$ cat src/rtl/y_multicycle_ctrl_pkg.sv
// Shared types and constants for the multicycle controller: FSM state encoding,
// supported opcodes, ALU operation codes and small opcode helpers.
package y_multicycle_ctrl_pkg;

    typedef enum logic [2:0] {
        S_IDLE   = 3'd0,
        S_FETCH  = 3'd1,
        S_DECODE = 3'd2,
        S_EXEC   = 3'd3,
        S_MEM    = 3'd4,
        S_WB     = 3'd5,
        S_HALT   = 3'd6
    } state_t;

    localparam logic [6:0] OPC_R     = 7'h33;
    localparam logic [6:0] OPC_IALU  = 7'h13;
    localparam logic [6:0] OPC_LOAD  = 7'h03;
    localparam logic [6:0] OPC_STORE = 7'h23;
    localparam logic [6:0] OPC_BEQ   = 7'h63;
    localparam logic [6:0] OPC_JAL   = 7'h6F;

    localparam logic [2:0] ALU_ADD = 3'b010;
    localparam logic [2:0] ALU_SUB = 3'b110;

    function automatic logic is_legal(input logic [6:0] opc);
        return (opc == OPC_R) || (opc == OPC_IALU) || (opc == OPC_LOAD) ||
               (opc == OPC_STORE) || (opc == OPC_BEQ) || (opc == OPC_JAL);
    endfunction

    // Successor of EXEC when EXEC is not the last state of the instruction.
    function automatic state_t exec_next(input logic [6:0] opc);
        if ((opc == OPC_LOAD) || (opc == OPC_STORE)) begin
            return S_MEM;
        end
        return S_WB;
    endfunction

endpackage

$ cat src/rtl/y_multicycle_ctrl_if.sv
// Bundle between the multicycle controller and its datapath: fetch/decode/execute
// inputs plus the controller's PC, IR, strobes, controls and status.
interface y_multicycle_ctrl_if #(
    parameter int XLEN  = 32,
    parameter int CNT_W = 16
);
    logic             start;
    logic [31:0]      ins;
    logic             zero;
    logic [XLEN-1:0]  br_target;
    logic [XLEN-1:0]  j_target;
    logic [XLEN-1:0]  pc;
    logic [31:0]      ir;
    logic             ir_write;
    logic             pc_write;
    logic             RegWrite;
    logic             ALUSrc;
    logic             Mem2Reg;
    logic             MemRead;
    logic             MemWrite;
    logic [2:0]       op;
    logic [2:0]       state;
    logic [CNT_W-1:0] retired;
    logic             done;
    logic             illegal;

    // Datapath / environment side.
    modport master (
        output start, ins, zero, br_target, j_target,
        input  pc, ir, ir_write, pc_write, RegWrite, ALUSrc, Mem2Reg,
               MemRead, MemWrite, op, state, retired, done, illegal
    );

    // Controller side.
    modport slave (
        input  start, ins, zero, br_target, j_target,
        output pc, ir, ir_write, pc_write, RegWrite, ALUSrc, Mem2Reg,
               MemRead, MemWrite, op, state, retired, done, illegal
    );
endinterface

$ cat src/rtl/y_ctrl_decode.sv
// Moore control decode: maps the current state and latched opcode to the
// datapath controls and the IR/PC write strobes.
module y_ctrl_decode
    import y_multicycle_ctrl_pkg::*;
(
    input  state_t     state,
    input  logic [6:0] opcode,
    output logic       ir_write,
    output logic       pc_write,
    output logic       reg_write,
    output logic       alu_src,
    output logic       mem2reg,
    output logic       mem_read,
    output logic       mem_write,
    output logic [2:0] op
);

    always_comb begin
        ir_write  = 1'b0;
        pc_write  = 1'b0;
        reg_write = 1'b0;
        alu_src   = 1'b0;
        mem2reg   = 1'b0;
        mem_read  = 1'b0;
        mem_write = 1'b0;
        op        = 3'b000;
        case (state)
            S_FETCH: ir_write = 1'b1;
            // beq retires straight out of EXEC; everything else continues.
            S_EXEC: begin
                alu_src  = !((opcode == OPC_R) || (opcode == OPC_BEQ));
                op       = (opcode == OPC_BEQ) ? ALU_SUB : ALU_ADD;
                pc_write = (opcode == OPC_BEQ);
            end
            S_MEM: begin
                mem_read  = (opcode == OPC_LOAD);
                mem_write = (opcode == OPC_STORE);
                pc_write  = (opcode == OPC_STORE);
            end
            S_WB: begin
                reg_write = 1'b1;
                mem2reg   = (opcode == OPC_LOAD);
                pc_write  = 1'b1;
            end
            default: ;
        endcase
    end

endmodule

$ cat src/rtl/y_multicycle_ctrl.sv
// Multicycle instruction-sequencing controller: owns the FSM, PC, IR and retire
// counter; control decode is delegated to y_ctrl_decode.
module y_multicycle_ctrl
    import y_multicycle_ctrl_pkg::*;
#(
    parameter int              XLEN      = 32,
    parameter logic [XLEN-1:0] PC_RESET  = 'h28,
    parameter int              MAX_INSNS = 11,
    parameter int              CNT_W     = 16
) (
    input logic              clk,
    input logic              rst_n,
    y_multicycle_ctrl_if.slave bus
);

    state_t           state_reg;
    logic [XLEN-1:0]  pc_reg;
    logic [31:0]      ir_reg;
    logic [CNT_W-1:0] retired_reg;
    logic             done_reg;
    logic             illegal_reg;

    logic [6:0]       opcode;
    logic             ir_write, pc_write, reg_write, alu_src, mem2reg, mem_read, mem_write;
    logic [2:0]       op;
    logic [XLEN-1:0]  pc_next;
    logic [CNT_W-1:0] retired_next;
    logic             limit_hit;

    assign opcode       = ir_reg[6:0];
    assign retired_next = retired_reg + CNT_W'(1);
    assign limit_hit    = (MAX_INSNS != 0) && (retired_next == CNT_W'(MAX_INSNS));

    always_comb begin
        pc_next = pc_reg + XLEN'(4);
        if (opcode == OPC_JAL) begin
            pc_next = bus.j_target;
        end else if ((opcode == OPC_BEQ) && bus.zero) begin
            pc_next = bus.br_target;
        end
    end

    y_ctrl_decode u_decode (
        .state     (state_reg),
        .opcode    (opcode),
        .ir_write  (ir_write),
        .pc_write  (pc_write),
        .reg_write (reg_write),
        .alu_src   (alu_src),
        .mem2reg   (mem2reg),
        .mem_read  (mem_read),
        .mem_write (mem_write),
        .op        (op)
    );

    always_ff @(posedge clk) begin
        if (!rst_n) begin
            state_reg   <= S_IDLE;
            pc_reg      <= PC_RESET;
            ir_reg      <= '0;
            retired_reg <= '0;
            done_reg    <= 1'b0;
            illegal_reg <= 1'b0;
        end else begin
            case (state_reg)
                S_IDLE: if (bus.start) state_reg <= S_FETCH;
                S_FETCH: begin
                    ir_reg    <= bus.ins;
                    state_reg <= S_DECODE;
                end
                S_DECODE: begin
                    if (is_legal(opcode)) begin
                        state_reg <= S_EXEC;
                    end else begin
                        state_reg   <= S_HALT;
                        illegal_reg <= 1'b1;
                    end
                end
                // pc_write marks the final state of the current instruction.
                S_EXEC, S_MEM, S_WB: begin
                    if (pc_write) begin
                        pc_reg      <= pc_next;
                        retired_reg <= retired_next;
                        if (limit_hit) begin
                            state_reg <= S_HALT;
                            done_reg  <= 1'b1;
                        end else begin
                            state_reg <= S_FETCH;
                        end
                    end else if (state_reg == S_EXEC) begin
                        state_reg <= exec_next(opcode);
                    end else begin
                        state_reg <= S_WB;
                    end
                end
                S_HALT: begin
                    if (bus.start) begin
                        state_reg   <= S_FETCH;
                        pc_reg      <= PC_RESET;
                        retired_reg <= '0;
                        done_reg    <= 1'b0;
                        illegal_reg <= 1'b0;
                    end
                end
                default: state_reg <= S_IDLE;
            endcase
        end
    end

    assign bus.pc       = pc_reg;
    assign bus.ir       = ir_reg;
    assign bus.ir_write = ir_write;
    assign bus.pc_write = pc_write;
    assign bus.RegWrite = reg_write;
    assign bus.ALUSrc   = alu_src;
    assign bus.Mem2Reg  = mem2reg;
    assign bus.MemRead  = mem_read;
    assign bus.MemWrite = mem_write;
    assign bus.op       = op;
    assign bus.state    = state_reg;
    assign bus.retired  = retired_reg;
    assign bus.done     = done_reg;
    assign bus.illegal  = illegal_reg;

endmodule

$ cat src/flat_wrapper.sv
// flat-port wrapper written by rule: the top's interface ports become plain ports
module y_multicycle_ctrl_flat import y_multicycle_ctrl_pkg::*;
#(
    parameter int              XLEN      = 32,
    parameter logic [XLEN-1:0] PC_RESET  = 'h28,
    parameter int              MAX_INSNS = 11,
    parameter int              CNT_W     = 16
)
  (clk, rst_n, bus_start, bus_ins, bus_zero, bus_br_target, bus_j_target, bus_pc, bus_ir, bus_ir_write, bus_pc_write, bus_RegWrite, bus_ALUSrc, bus_Mem2Reg, bus_MemRead, bus_MemWrite, bus_op, bus_state, bus_retired, bus_done, bus_illegal);
  y_multicycle_ctrl_if #(.XLEN(XLEN), .CNT_W(CNT_W)) bus_i ();
  input logic clk;
  input logic rst_n;
  input wire logic [$bits(bus_i.start)-1:0] bus_start;
  input wire logic [$bits(bus_i.ins)-1:0] bus_ins;
  input wire logic [$bits(bus_i.zero)-1:0] bus_zero;
  input wire logic [$bits(bus_i.br_target)-1:0] bus_br_target;
  input wire logic [$bits(bus_i.j_target)-1:0] bus_j_target;
  output wire logic [$bits(bus_i.pc)-1:0] bus_pc;
  output wire logic [$bits(bus_i.ir)-1:0] bus_ir;
  output wire logic [$bits(bus_i.ir_write)-1:0] bus_ir_write;
  output wire logic [$bits(bus_i.pc_write)-1:0] bus_pc_write;
  output wire logic [$bits(bus_i.RegWrite)-1:0] bus_RegWrite;
  output wire logic [$bits(bus_i.ALUSrc)-1:0] bus_ALUSrc;
  output wire logic [$bits(bus_i.Mem2Reg)-1:0] bus_Mem2Reg;
  output wire logic [$bits(bus_i.MemRead)-1:0] bus_MemRead;
  output wire logic [$bits(bus_i.MemWrite)-1:0] bus_MemWrite;
  output wire logic [$bits(bus_i.op)-1:0] bus_op;
  output wire logic [$bits(bus_i.state)-1:0] bus_state;
  output wire logic [$bits(bus_i.retired)-1:0] bus_retired;
  output wire logic [$bits(bus_i.done)-1:0] bus_done;
  output wire logic [$bits(bus_i.illegal)-1:0] bus_illegal;
  assign bus_i.start = bus_start;
  assign bus_i.ins = bus_ins;
  assign bus_i.zero = bus_zero;
  assign bus_i.br_target = bus_br_target;
  assign bus_i.j_target = bus_j_target;
  assign bus_pc = bus_i.pc;
  assign bus_ir = bus_i.ir;
  assign bus_ir_write = bus_i.ir_write;
  assign bus_pc_write = bus_i.pc_write;
  assign bus_RegWrite = bus_i.RegWrite;
  assign bus_ALUSrc = bus_i.ALUSrc;
  assign bus_Mem2Reg = bus_i.Mem2Reg;
  assign bus_MemRead = bus_i.MemRead;
  assign bus_MemWrite = bus_i.MemWrite;
  assign bus_op = bus_i.op;
  assign bus_state = bus_i.state;
  assign bus_retired = bus_i.retired;
  assign bus_done = bus_i.done;
  assign bus_illegal = bus_i.illegal;
  y_multicycle_ctrl #(.XLEN(XLEN), .PC_RESET(PC_RESET), .MAX_INSNS(MAX_INSNS), .CNT_W(CNT_W)) u_core (.clk(clk), .rst_n(rst_n), .bus(bus_i));
endmodule
$ cat config.mk
export PLATFORM = sky130hd
export DESIGN_NAME = y_multicycle_ctrl_flat
export DESIGN_NICKNAME = d
export VERILOG_FILES = /design/src/rtl/y_multicycle_ctrl_pkg.sv /design/src/rtl/y_multicycle_ctrl_if.sv /design/src/rtl/y_ctrl_decode.sv /design/src/rtl/y_multicycle_ctrl.sv /design/src/flat_wrapper.sv
export SDC_FILE = /design/constraint.sdc
export NUM_CORES = 1
export LEC_CHECK = 0
export ABC_AREA = 1
export CORE_AREA = 2 2 129 106
export CTS_CLUSTER_DIAMETER = 150
export DETAILED_ROUTE_END_ITERATION = 16
export DIE_AREA = 0 0 131 108
export PLACE_DENSITY = 0.74
export SLEW_MARGIN = 20
export SYNTH_ARGS = -nofsm -noshare
export SYNTH_HDL_FRONTEND = slang
export SYNTH_SLANG_ARGS = --single-unit
$ cat constraint.sdc
create_clock -name clk -period 2.9 [get_ports clk]
set_input_delay 0.29 -clock clk [delete_from_list [all_inputs] [get_ports clk]]
set_output_delay 0.29 -clock clk [all_outputs]
set_load 0.05 [all_outputs]
==> results of run 1 <==
[synth_stat cells, drive strengths merged, types with 2 or more instances]
master,count
nand4,10
a22oi,7
dfxtp,85
inv,64
nand3b,3
o211ai,19
xor2,10
buf,14
nand3,50
ha,3
xnor2,9
a21oi,49
o21ai,55
nor3,27
o221ai,2
nand2,187
a2bb2oi,5
o21bai,8
clkbuf,24
or2,8
nor2,129
[placed cells by master (no fill, tap or decap), drive strengths merged, types with 19 or more instances in the layout]
cell type / count
clkdlybuf4s50: 192
nand2: 187
nor3: 27
nor2: 129
nand3: 50
dfxtp: 85
inv: 65
a21oi: 49
o211ai: 19
o21ai: 55
[path summary, 6_finish.rpt]
kind	to	slack (ps)	cells past startpoint
worst max-delay path	bus_MemRead	250	7
worst min-delay path	u_core.bus.illegal$_SDFFE_PN0P_	480	2
worst max register to register	u_core.bus.pc[25]$_SDFFE_PN0P_	660	12
worst min register to register	u_core.bus.illegal$_SDFFE_PN0P_	480	2
[critical path, stage by stage (launching register included)]
cell and delay, ps:
sky130_fd_sc_hd__dfxtp_1 360, sky130_fd_sc_hd__nand2_1 80, sky130_fd_sc_hd__nor3_1 220, sky130_fd_sc_hd__nand2_1 140
sky130_fd_sc_hd__inv_1 140, sky130_fd_sc_hd__nand3_1 100, sky130_fd_sc_hd__nor2_1 150, sky130_fd_sc_hd__clkdlybuf4s50_1 840
[kinds of logic (layout without fill, tap and decap cells)]
kind of cell    after synthesis  count (layout)  share of synthesized area (%)
flops                        85              85                           33.9
simple gates                417             417                           36.2
xor+xnor                     19              19                           3.31
buf+inv                     102             282                           8.44
other cells                   1               1                         0.0746
compound gates              149             149                           17.4
fa+ha+maj                     3               3                          0.747
[per-layer routing]
layer / share of wire [%] / up-vias
met5: 0 / -
met4: 1.7 / 0
met3: 11 / 23
met2: 44 / 237
met1: 44 / 2525
li1: - / 2897
[layout make-up]
cell class                 instances  area [um2]  area share [%]
clock buffer                      10         229            3.11
clock inverter                     6        71.3           0.967
inverter                          64         240            3.26
multi-input combinational        589        2920            39.5
sequential                        85        1700            23.1
tap                              175         219            2.97
timing repair buffer             202        2000            27.1
[metrics by stage]
step	total power, mW	std cells	cell area, um2	utilization, %	hold slack [ps]
after detailed placement	3.05	1115	7070	55.6	475
after global routing	4.40	1131	7370	57.9	500
after floorplan	2.45	776	5030	-	425
after global placement	3.05	1115	7070	55.6	475
after CTS	4.25	1131	7370	57.9	485
final	4.22	1131	7370	57.9	480
[power by group]
group	total [mW]	switching (mW)	internal, mW
clock	1.18	0.510	0.674
combinational	1.58	1.05	0.531
sequential	1.45	0.112	1.33
==> results.md, run 1 <==
- The flow ran to the end, and the final reports show no timing, DRC or antenna violations.
- The count of port buffers added during placement is ~190.
- The mapped netlist covers between 5000 and 6000 um2.
- The final layout contains routed wiring with a total length of approximately 17000 um.
- Measured along the x axis, the die boundary spans ~130 um.
- The number of iterations in the first detailed-routing pass is 5.
- Clock-pin slew was measured on the worst setup and hold paths at approximately 70 ps.
- Timing would allow up to around 0.38 GHz.
- The overall die area is 14100 um2.
- The critical hold path startpoint is u_core.bus.illegal$_SDFFE_PN0P_.
- In this run the power density over the cells is roughly 570 nW/um2.
- The time the worst path needs with I/O delays and setup is 2650 ps.
- The worst min-delay path class is reg2reg.
- In the routed layout, each cell is associated on average with a via count of around 5.
- The number of distinct standard cells referenced by the synthesized netlist is between 40 and 50.
- The root buffer cell is sky130_fd_sc_hd__clkbuf_16.
- The number of clock buffers added by TritonCTS is 9.
- The period utilization is 91.5%.
- The number of antenna violations at the first check in global routing is 0.
- The worst setup slack after placement is a little under 600 ps.
- The clock tree from TritonCTS is done.
- Entering global routing, the biggest net connects 53 pins.
- The congestion estimate from routability-driven global placement came to roughly 0.9.
- The final net count is ~1100.
- The portion of the post-synthesis area used by sequential elements is ~34%.
- Across every metal layer, demand over resource in global routing totals between 20% and 30%.
- The boundary pin count is ~200.
- The required time of the critical path is ~2600 ps.
- The final global-route overflow total is 0.
- In this run, the number of DRC markers left after iteration 0 of detailed routing was 361.
- The worst setup path is captured at an output pin.
- The final critical-path setup slack is between 200 and 250 ps.
- The final-report max-slew violation count was 0.
- The fraction of final layout cells sized beyond drive strength 1 is between 6 and 7%.
- The slew of the pin with the lowest slew margin is about 760 ps.
- The total of hold buffers inserted after clock tree synthesis is 0.
- The most used routing layer in global routing is met2.
- Summed over all cells, the static leakage comes to ~2.8 nW.
- For this configuration, the core starts out at a cell density of slightly below 40%.
- The via count of the first global-routing pass came to about 5400.
- Sorting the synthesized cells by area gives the leading types as sky130_fd_sc_hd__dfxtp_1 34%, sky130_fd_sc_hd__nand2_1 14%, sky130_fd_sc_hd__nor2_1 9.0%.
- The most area-hungry cell type in the Yosys netlist is sky130_fd_sc_hd__dfxtp_1.
- The number of H-tree levels is 3.
- The repair_antennas step left the layout with diodes totalling 0.
- The remaining antenna violation count is 0.
- The share of synthesized flip-flops with an asynchronous set or reset is 0%.
- The filler cells instantiated in the layout total 1225.
- The tightest slew margin relative to the limit is about half.
- Of the post-synthesis cell area, the dominant cell type holds roughly 34%.
- The post-cts gate resize count is 0.
- The clock drives between 80 and 90 sinks.
- The maximum vdd ir drop is between 0.7 and 0.8 mV.
- The routed layout has between 5000 and 6000 vias.
- Dividing the detail-routed wire length by the instance count gives roughly 15 um.
- Setup repair after global routing left no endpoint under its margin.
- At the later pin of the worst-skew pair, clock insertion delay measures around 350 ps.
- After detailed routing, the number of remaining DRC violations is 0.
- The count of yosys warnings during synthesis is 0.
- STA classifies the critical path startpoint as a flip-flop.
- After floorplanning, the core was divided into 37 placement rows.
- No sink is reached through more buffers than the 2 on the longest clock path.
- The net count after synthesis is roughly 880.
- The worst clock skew on the final layout is ~14 ps.
- The top flip-flop cell by instance count after synthesis is sky130_fd_sc_hd__dfxtp_1.
- The global routing met3 resource utilization is between 8 and 9%.
- The gate count after technology mapping is 776.
- The critical path starts at u_core.bus.ir[0]$_SDFFE_PN0P_.
- The data arrival time of the worst path is between 2000 and 2500 ps.
- The wire length of the first global-routing pass is between 20000 and 30000 um.
- For this run, global-route usage on met1 was measured as 30.9%.
- The y dimension of the die is roughly 110 um.
- In this run the critical register-to-register path is launched from u_core.bus.state[2]$_SDFFE_PN0P_.
- The number of hold violations in the final report is 0.
- The number of setup buffers added after CTS is 0.
- Along the worst path, the maximum fanout reaches 3.
- The final HPWL from detailed placement is ~12000 um.
- The final setup violation count is 0.
- The growth of design area from synthesis to finish is 46.7%.
- The number of storage elements in the synthesis netlist is 85.
- In this run, synthesis inferred 0 flip-flops with an integrated enable.
- The tool flagged a number of max-cap violations equal to 0.
- Global routing consumed, on the met2 layer, between 30% and 40% of the routing resources.
- In this run the standard cell core region covers 12700 um2.
- The setup TNS after final layout is 0 ps.
- The mean post-synth cell area is around 6.5 um2.
- The path type of the worst setup path is reg2out.
Power figures use the tool's default switching activity.
==> run 2: changes to the inputs <==
- PLACE_DENSITY: 0.74 -> 0.75
==> run 2 against run 1 <==
Net effect:
- fmax is 1.5% lower
- sequential share of layout area is 0.21 points lower
- sequential cell count stayed put
- core utilization is 0.52 points higher
- clock skew is 4.9 ps lower
- die area stayed put
- sequential power hardly changed
- count of clock-buffer cells in the layout is 1 lower
- critical path depth stayed put
- critical path type unchanged
==> results.md, run 2 (synthesized netlist as in run 1, its figures left out) <==
- The run finished with clean final reports.
- The fraction of final layout cells sized beyond drive strength 1 is 6.69% (+0.20 points).
- The remaining antenna violation count is 0 (unchanged).
- The total number of clock tree sinks was 85 (unchanged).
- The largest net degree at the start of global routing is 53 (unchanged).
- The timing-limited maximum frequency is 0.371 GHz (-1.5%).
- The worst-skew pair later-pin latency is 340 ps (about the same).
- The data arrival time of the worst path was 2400 ps (+40 ps).
- The count of buffering cells on the critical path with inverters included came to 2 (unchanged).
- The worst setup path is captured at an output pin.
- The number of setup buffers added after CTS was 0 (unchanged).
- The setup TNS after final layout is 0 ps (unchanged).
- The final-report max-slew violation count is 0 (unchanged).
- The number of max-capacitance violations reported came to 0 (unchanged).
- The routability congestion estimate from global placement is 0.960 (+4.7%).
- The cell depth of the worst flop-to-flop path is 9 (-3).
- The post-cts gate resize count came to 0 (unchanged).
- The number of cells on the worst hold path is 2 (unchanged).
- Setup repair after global routing left no endpoint under its margin.
- The critical hold path startpoint is u_core.bus.illegal$_SDFFE_PN0P_.
- The final global-route overflow total is 0 (unchanged).
- The final net count is 1056 (+0.19%).
- The ratio of total power to cell area is 590 nW/um2 (+3.2%).
- The maximum vdd ir drop was 0.513 mV (-29%).
- The tree is rooted in a sky130_fd_sc_hd__clkbuf_16.
- The total of hold buffers inserted after clock tree synthesis is 0 (unchanged).
- The reg-to-reg startpoint is u_core.bus.state[0]$_SDFFE_PN0P_.
- The number of iterations in the first detailed-routing pass is 5 (unchanged).
- The number of H-tree levels is 3 (unchanged).
- The time the worst path needs with I/O delays and setup is 2690 ps (+41.3 ps).
- The path class of the tightest hold or removal check is reg2reg.
- The total length of routed wires was 16700 um (-0.16%).
- The per-cell routed wire length is 14.7 um (-0.33%).
- The count of vias placed by the detailed router is 5720 (+0.67%).
- The final setup violation count is 0 (unchanged).
- The count of port buffers added during placement is 193 (unchanged).
- The overall track demand over capacity in global routing is 24.0% (+0.27 points).
- The path type of the worst setup path is reg2out.
- The worst setup path is launched from a flip-flop.
- The slew of the pin with the lowest slew margin is 638 ps (-122 ps).
- Among cell families on the critical path, the largest total delay comes from buffers and inverters.
- The initial core utilization is 39.5% (unchanged).
- The horizontal extent of the die is 131 um (unchanged).
- The total power of the final layout was 4.39 mW (+4.1%).
- The most frequent standard cell in the layout excluding fill and tap cells is sky130_fd_sc_hd__clkdlybuf4s50_1.
- The core area was 12700 um2 (unchanged).
- The internal reg-to-reg setup slack is 590 ps (-70 ps).
- The overall die area was 14100 um2 (unchanged).
- The number of buffers inserted during clock tree synthesis is 9 (unchanged).
- The peak per-stage delay on the critical path is 840 ps (about the same).
- The number of design-rule violations left by the first detailed-router iteration is 339 (-6.1%).
- The clock tree from TritonCTS is done.
- The critical register-to-register path endpoint is u_core.bus.pc[26]$_SDFFE_PN0P_.
- The number of antenna violations at the first check in global routing is 1 (+1).
- The required time of the critical path is 2610 ps (about the same).
- The y dimension of the die is 108 um (unchanged).
- The signal on the critical path passes through nand2_1, nor3_1, nand2_1, inv_1, nand3_1, nor3_1, clkdlybuf4s50_1.
- The maximum root-to-sink buffer count was 2 (unchanged).
- The clock-pin slew reported for the worst setup and hold paths after clock tree synthesis is 70 ps (about the same).
- The via count of the first global-routing pass is 5355 (-0.58%).
- The final HPWL from detailed placement is 12300 um (+1.6%).
- The leakage power total is 2.84 nW (+1.2%).
- The number of rows created at floorplan was 37 (unchanged).
- Compared with the post-synthesis result, the final layout area differs by 48.1%.
- The cell with the largest stage delay on the worst path is sky130_fd_sc_hd__clkdlybuf4s50_1.
- The utilization after layout is 58.4% (+0.52 points).
- The period utilization is 92.9% (+1.4 points).
- The endpoint of the worst hold-timing path is u_core.bus.illegal$_SDFFE_PN0P_.
- The boundary pin count is 195 (unchanged).
- The final routed DRC violation total is 0 (unchanged).
- The average via count per standard cell was 5.05 (+0.49%).
- In the layout the commonest cells are 192 x sky130_fd_sc_hd__clkdlybuf4s50_1, 184 x sky130_fd_sc_hd__nand2_1, 120 x sky130_fd_sc_hd__nor2_1.
- The worst clock skew on the final layout is 8.92 ps (-4.89 ps).
- The tightest slew margin relative to the limit is 57.4% (+8.1 points).
- The number of hold violations in the final report is 0 (unchanged).
- The wire length of the first global-routing pass was 26800 um (+0.80%).
- The critical-path maximum fanout is 3 (unchanged).
[run 2: final cells by class]
cell class,instances,area (um2)
clock buffers,9,225
well taps,175,219
flip-flops and latches,85,1700
fillers,1237,5290
diodes,1,2.50
inverters,64,240
multi-input cells,589,2920
repair buffers,204,2020
clock inverters,6,111
[run 2: worst max path at each step]
stage                                      from           to  slack (ps)  cells past startpoint
3_5_place_dp      u_core.bus.ir[1]$_SDFFE_PN0P_  bus_Mem2Reg         570                      7
4_1_cts           u_core.bus.ir[0]$_SDFFE_PN0P_  bus_Mem2Reg         160                      7
3_3_place_gp   u_core.bus.state[1]$_SDFFE_PN0P_   bus_ALUSrc         600                      7
2_1_floorplan     u_core.bus.ir[1]$_SDFFE_PN0P_  bus_Mem2Reg         300                      6
6_report          u_core.bus.ir[1]$_SDFFE_PN0P_  bus_Mem2Reg         210                      7
5_1_grt           u_core.bus.ir[0]$_SDFFE_PN0P_  bus_Mem2Reg           5                      7
[run 2: metal layers]
layer	track usage (%)	routed length, um	vias up
met5	0	0	-
met4	8.05	419	0
met3	9.10	1720	31
met2	37.9	7150	217
met1	30.1	7420	2570
li1	-	-	2902
[run 2: per-stage QoR]
step                worst slack (ps)  instance area, um2  instances  hold WS, ps
floorplan                        304                5030        776          425
global placement                 602                7100       1117          476
detailed placement               570                7100       1117          481
CTS                              164                7440       1132          491
global route                    4.68                7440       1133          505
finish                           206                7440       1133          487
[run 2: tightest hold or removal path, stage by stage (launching register included)]
cell	delay [ps]
sky130_fd_sc_hd__dfxtp_1	320
sky130_fd_sc_hd__nand2_1	60
sky130_fd_sc_hd__a21oi_1	50
[run 2: where the power goes]
group	internal (mW)	total, mW	switching (mW)
logic	0.539	1.59	1.05
registers	1.34	1.45	0.114
clock network	0.840	1.35	0.509
total	2.71	4.39	1.68
